`src/rtl/vehicle_gate_ctrl.sv`:
```
// Gate/speed-trap control FSM: sensor conditioning, transit timing,
// barrier sequencing, exit down-count and overspeed/fault flags.
module vehicle_gate_ctrl #(
  parameter int DEB_CYCLES  = 50000,
  parameter int MIN_CYC     = 50000,
  parameter int TIMEOUT_CYC = 25000000,
  parameter int HOLD_CYC    = 100000000,
  parameter int SPEED_LIMIT = 60,
  parameter int MAX_VEH     = 3
) (
  input  logic        clk,
  input  logic        reset,
  input  logic        sensor_a,
  input  logic        sensor_b,
  input  logic        sensor_x,
  input  logic        manual_open,
  input  logic [1:0]  num_veh,
  input  logic [13:0] speed,
  input  logic        done,
  output logic        init,
  output logic        count,
  output logic        cal,
  output logic        up,
  output logic        down,
  output logic        en,
  output logic        dis,
  output logic        full,
  output logic        overspeed,
  output logic        fault
);

  localparam int DW = $clog2(DEB_CYCLES + 1);
  localparam int TW = $clog2(TIMEOUT_CYC + 1);
  localparam int HW = $clog2(HOLD_CYC);

  typedef enum logic [2:0] {
    S_IDLE, S_START, S_TIMING, S_CALC,
    S_WAIT, S_OPEN, S_HOLD, S_ABORT
  } state_t;

  logic [2:0]    r_sync1, r_sync2;
  logic [2:0]    r_deb, r_deb_d, r_rise;
  logic [DW-1:0] r_dcnt [3];

  state_t        r_state, w_next;
  logic [TW-1:0] r_tcnt;
  logic [HW-1:0] r_hcnt;
  logic          r_down_pend;

  logic r_init, r_count, r_cal, r_up;
  logic r_down, r_en, r_dis, r_ovs, r_fault;

  logic w_a_rise, w_b_rise, w_x_rise;
  logic w_full, w_en, w_dis, w_set, w_fire;

  assign w_a_rise = r_rise[0];
  assign w_b_rise = r_rise[1];
  assign w_x_rise = r_rise[2];
  assign w_full   = (num_veh == 2'(MAX_VEH));

  // Level flips only after DEB_CYCLES consecutive disagreeing samples
  always_ff @(posedge clk) begin
    if (reset) begin
      r_sync1 <= '0;
      r_sync2 <= '0;
      r_deb   <= '0;
      r_deb_d <= '0;
      r_rise  <= '0;
      for (int i = 0; i < 3; i++) r_dcnt[i] <= '0;
    end else begin
      r_sync1 <= {sensor_x, sensor_b, sensor_a};
      r_sync2 <= r_sync1;
      r_deb_d <= r_deb;
      r_rise  <= r_deb & ~r_deb_d;
      for (int i = 0; i < 3; i++) begin
        if (r_sync2[i] == r_deb[i]) begin
          r_dcnt[i] <= '0;
        end else if (r_dcnt[i] == DW'(DEB_CYCLES - 1)) begin
          r_deb[i]  <= r_sync2[i];
          r_dcnt[i] <= '0;
        end else begin
          r_dcnt[i] <= r_dcnt[i] + 1'b1;
        end
      end
    end
  end

  always_comb begin
    w_next = r_state;
    w_en   = 1'b0;
    w_dis  = 1'b0;
    unique case (r_state)
      S_IDLE: begin
        if (w_a_rise && !w_full) begin
          w_next = S_START;
        end else if (manual_open) begin
          w_next = S_HOLD;
          w_en   = 1'b1;
        end
      end
      S_START: w_next = S_TIMING;
      S_TIMING: begin
        if (w_b_rise)
          w_next = (r_tcnt >= TW'(MIN_CYC)) ? S_CALC : S_ABORT;
        else if (r_tcnt >= TW'(TIMEOUT_CYC))
          w_next = S_ABORT;
      end
      S_CALC: w_next = S_WAIT;
      S_WAIT: if (done) w_next = S_OPEN;
      S_OPEN: w_next = S_HOLD;
      S_HOLD: begin
        // dis is registered, so it is requested one count early
        if (r_hcnt == HW'(HOLD_CYC - 1))
          w_next = S_IDLE;
        else if (!manual_open && r_hcnt == HW'(HOLD_CYC - 2))
          w_dis = 1'b1;
      end
      S_ABORT: w_next = S_IDLE;
      default: w_next = S_IDLE;
    endcase
  end

  assign w_set  = w_x_rise && (num_veh != 2'd0);
  assign w_fire = (r_down_pend || w_set) && (w_next != S_OPEN);

  always_ff @(posedge clk) begin
    if (reset) begin
      r_state     <= S_IDLE;
      r_tcnt      <= '0;
      r_hcnt      <= '0;
      r_down_pend <= 1'b0;
      r_init      <= 1'b0;
      r_count     <= 1'b0;
      r_cal       <= 1'b0;
      r_up        <= 1'b0;
      r_down      <= 1'b0;
      r_en        <= 1'b0;
      r_dis       <= 1'b0;
      r_ovs       <= 1'b0;
      r_fault     <= 1'b0;
    end else begin
      r_state <= w_next;
      if (r_state == S_START)
        r_tcnt <= '0;
      else if (r_state == S_TIMING && r_tcnt != TW'(TIMEOUT_CYC))
        r_tcnt <= r_tcnt + 1'b1;
      if (r_state != S_HOLD || manual_open)
        r_hcnt <= '0;
      else
        r_hcnt <= r_hcnt + 1'b1;
      r_down_pend <= (r_down_pend || w_set) && !w_fire;
      r_init  <= (w_next == S_START) || (w_next == S_ABORT);
      r_count <= (w_next == S_TIMING);
      r_cal   <= (w_next == S_CALC);
      r_up    <= (w_next == S_OPEN);
      r_fault <= (w_next == S_ABORT);
      r_down  <= w_fire;
      r_en    <= w_en;
      r_dis   <= w_dis;
      if (r_state == S_WAIT && done)
        r_ovs <= (speed > 14'(SPEED_LIMIT));
    end
  end

  assign init      = r_init;
  assign count     = r_count;
  assign cal       = r_cal;
  assign up        = r_up;
  assign down      = r_down;
  assign en        = r_en;
  assign dis       = r_dis;
  assign full      = w_full;
  assign overspeed = r_ovs;
  assign fault     = r_fault;

endmodule

```
`config.mk`:
```
export PLATFORM = sky130hd
export DESIGN_NAME = vehicle_gate_ctrl
export DESIGN_NICKNAME = d
export VERILOG_FILES = /design/src/rtl/vehicle_gate_ctrl.sv
export SDC_FILE = /design/constraint.sdc
export NUM_CORES = 1
export LEC_CHECK = 0
export CAP_MARGIN = 20
export CORE_MARGIN = 5
export CORE_UTILIZATION = 29
export CTS_CLUSTER_DIAMETER = 100
export DETAILED_ROUTE_END_ITERATION = 8
export PLACE_DENSITY = 0.53
export RECOVER_POWER = 50
export SETUP_SLACK_MARGIN = 0.2
export SLEW_MARGIN = 20
export SYNTH_ARGS = -nofsm -noshare
export SYNTH_HDL_FRONTEND = slang
export SYNTH_SLANG_ARGS = --single-unit
```
`constraint.sdc`:
```
create_clock -name clk -period 4.08 [get_ports clk]
set_input_delay 0.816 -clock clk [delete_from_list [all_inputs] [get_ports clk]]
set_output_delay 0.816 -clock clk [all_outputs]
set_load 0.02 [all_outputs]
```
==> results.py <==
metrics = {
    "global_route": {
        "grt_util_met3": 0.03176,
        "busiest_layer": "met2",
        "grt_max_degree": 29,
        "grt_pass1_vias": 4213,
        "grt_use_total": 0.1051,
        "grt_pass1_wl_um": 20330,
        "antenna_found_initial": 0,
        "met1_usage": 0.1415,
        "gr-total-overflow": 0,
        "use_met2": 0.1570,
    },
    "sta": {
        "maxSlewHeadroom": 0.1852,
        "setup_viol": 0,
        "min_period_over_period": 0.7188,
        "min_period_ns": 2.933,
        "worst_pin_slew_ns": 1.222,
        "setup-tns-final_ns": 0,
        "skew_ns": 0.004342,
        "hold_viol": 0,
        "fmax_mhz": 341.0,
        "drv_slew": 0,
        "fin_worst_hold_slack_ns": 0.3824,
        "rsz0062_at_grt": "false",
        "finalWorstSetupSlack_ns": 1.147,
    },
    "min_path": {
        "holdPathStages": 1,
        "min_path_type": "flop to flop",
    },
    "final_layout": {
        "fillers": 2098,
        "nets": 738,
        "drive_above_1_share": 0.05825,
        "area_growth_pct": 22.25,
        "diodes": 0,
    },
    "die": {
        "die_h_um": 154.0,
        "rows": 52,
        "dieArea_mm2": 0.02373,
        "initial_core_util": 0.2955,
        "ioPinCount": 33,
        "coreArea_mm2": 0.02036,
        "die_x_um": 154.0,
    },
    "synthesis": {
        "synth_top_cell_area_share": 0.2662,
        "ys_top_cells_by_count": "131 x nor2_1, 80 x dfxtp_1, 50 x xor2_1",
        "ys_async_sr_fraction": 0,
        "yosysMostFrequentCell": "nor2_1",
        "yosysSeqAreaShare": 0.5057,
        "synthFlopType": "dfxtp_1",
        "synth_cell_types": 48,
        "synth.avg_cell_area_um2": 9.643,
        "yosysTopAreaCell": "dfxtp_1",
        "syn_area_mm2": 0.006017,
        "synth_cells": 624,
        "yosys-top-cells-area": "dfxtp_1 27%, edfxtp_1 24%, nor2_1 8.2%",
        "ys_warn_count": 0,
        "synth_edf_count": 48,
        "ys_ff_latch": 128,
    },
    "routing": {
        "firstDrtPassIters": 4,
        "postRouteAntennaNets": 0,
        "wirelength_um": 11890,
        "drt-wirelength-per-cell_um": 12.00,
        "remaining_drc_errors": 0,
        "drt_iter0_drc": 176,
        "avgViaCountPerCell": 4.378,
        "vias": 4339,
    },
    "clocking": {
        "cts_sinks": 128,
        "path_clk_slew_ns": 0.06,
        "cts_buffer_depth": 2,
        "clockRootBuffer": "clkbuf_16",
        "cts_inserted_buffers": 17,
        "cts_tree": "yes",
        "h-tree-depth": 4,
        "clock_latency_ns": 0.41,
        "ctsResizeCount": 0,
        "cts_hold_buf": 0,
        "post-cts-setup-buffers": 0,
    },
    "critical_path": {
        "path_common_cell": "nor2_1",
        "worst-path-stages": 5,
        "slowest_stage": "clkbuf_1",
        "cp-end-kind": "flop",
        "crit_family": "buffers and inverters",
        "cp_max_fo": 26,
        "worstPathCellList": "dlygate4sd3_1 > clkbuf_1 > nor2_1 > nand2_1 > nor2_1",
        "slowest_delay_ns": 0.92,
        "start_kind": "input pin",
        "criticalPathCategory": "input pin to flop",
        "path_buf_inv": 2,
        "crit_arrival_ns": 3.08,
        "crit_required_ns": 4.22,
        "rr_worst_depth": 4,
    },
    "placement": {
        "hpwl_um": 8368,
        "dp_slack_ns": 1.243,
        "gp_congestion": 0.7576,
        "portBuffers": 32,
    },
    "run_status": {
        "outcome": "completed",
    },
    "pwr": {
        "power.leakage_nw": 2.593,
        "power_density_mw_per_mm2": 430.1,
        "ir_worst_vdd_mv": 0.2553,
    },
    "run": {
        "maxCapViolations": 0,
    },
}
-- cells in the final DEF (no fill, tap or decap), types with 15 or more instances in the layout --
cell type,instances
xnor2_1,44
nand3_1,42
conb_1,48
and3_1,20
dfxtp_1,80
nor2b_1,16
clkdlybuf4s50_1,24
nor2_1,131
clkbuf_16,19
edfxtp_1,48
inv_1,18
xor2_1,50
nand4_1,26
nor3_1,15
nand2_1,30
-- area by class of cell --
| cell class | count | area (um2) | share of cell area |
|---|---|---|---|
| sequential | 128 | 3043 | 0.4137 |
| multi-input combinational | 508 | 3013 | 0.4096 |
| clock buffer | 23 | 500.5 | 0.06804 |
| timing repair buffer | 35 | 339.1 | 0.04610 |
| tap | 270 | 337.8 | 0.04593 |
| inverter | 18 | 67.56 | 0.009185 |
| clock inverter | 9 | 55.05 | 0.007484 |
-- path summary, 6_finish.rpt --
| path | slack [ns] | end | start |
|---|---|---|---|
| worst max register to register | 1.76 | r_dcnt[2][4] | r_dcnt[2][11] |
| worst min-delay path | 0.38 | r_rise[0] | r_deb_d[0] |
| worst min register to register | 0.38 | r_rise[0] | r_deb_d[0] |
| worst max-delay path | 1.15 | r_dcnt[0][6] | reset |
-- registers in the layout, indices dropped and copies added, names as in the netlist --
| signal | flops |
|---|---|
| r_deb | 3 |
| r_sync1 | 3 |
| r_hcnt | 27 |
| r_down_pend | 1 |
| r_deb_d | 3 |
| r_sync2 | 3 |
| r_rise | 3 |
| down | 1 |
| init | 1 |
| r_dcnt | 48 |
| en | 1 |
| up | 1 |
| dis | 1 |
| overspeed | 1 |
| r_tcnt | 25 |
| cal | 1 |
| fault | 1 |
| r_state | 3 |
| count | 1 |
-- power breakdown --
group | leakage, nW | total, mW | internal, mW | switching, mW
sequential | 1.14 | 1.44 | 1.38 | 0.0633
clock | 0.265 | 1.41 | 0.859 | 0.552
combinational | 1.19 | 0.311 | 0.135 | 0.176
-- stage by stage --
stage / power [mW] / cell area (um2) / util / std cells
after global placement: 1.787 / 6804 / 0.3341 / 959
after floorplan: 1.673 / 6193 / - / 671
after detailed placement: 1.783 / 6804 / 0.3341 / 959
final: 3.163 / 7356 / 0.3612 / 991
after CTS: 3.215 / 7360 / 0.3614 / 991
after global routing: 3.322 / 7356 / 0.3612 / 991
-- kinds of logic (layout without fill, tap and decap cells) --
kind of cell,count (synthesis),in the layout,share of synthesized area
adders and majority gates,7,7,0.01456
buffers and inverters,35,85,0.02287
DFF,128,128,0.5057
AOI/OAI and AO/OA,20,20,0.02579
and+or+nand+nor,334,334,0.2853
muxes,5,5,0.008318
other,1,48,0.0006232
xor gates and xnor gates,94,94,0.1368
-- layer usage --
layer | vias to the layer above | share of wire
met5 | - | 0
met4 | 0 | 0.016
met3 | 15 | 0.032
met2 | 52 | 0.43
met1 | 1985 | 0.52
li1 | 2287 | -
No activity file was read; power rests on OpenSTA's default activity.
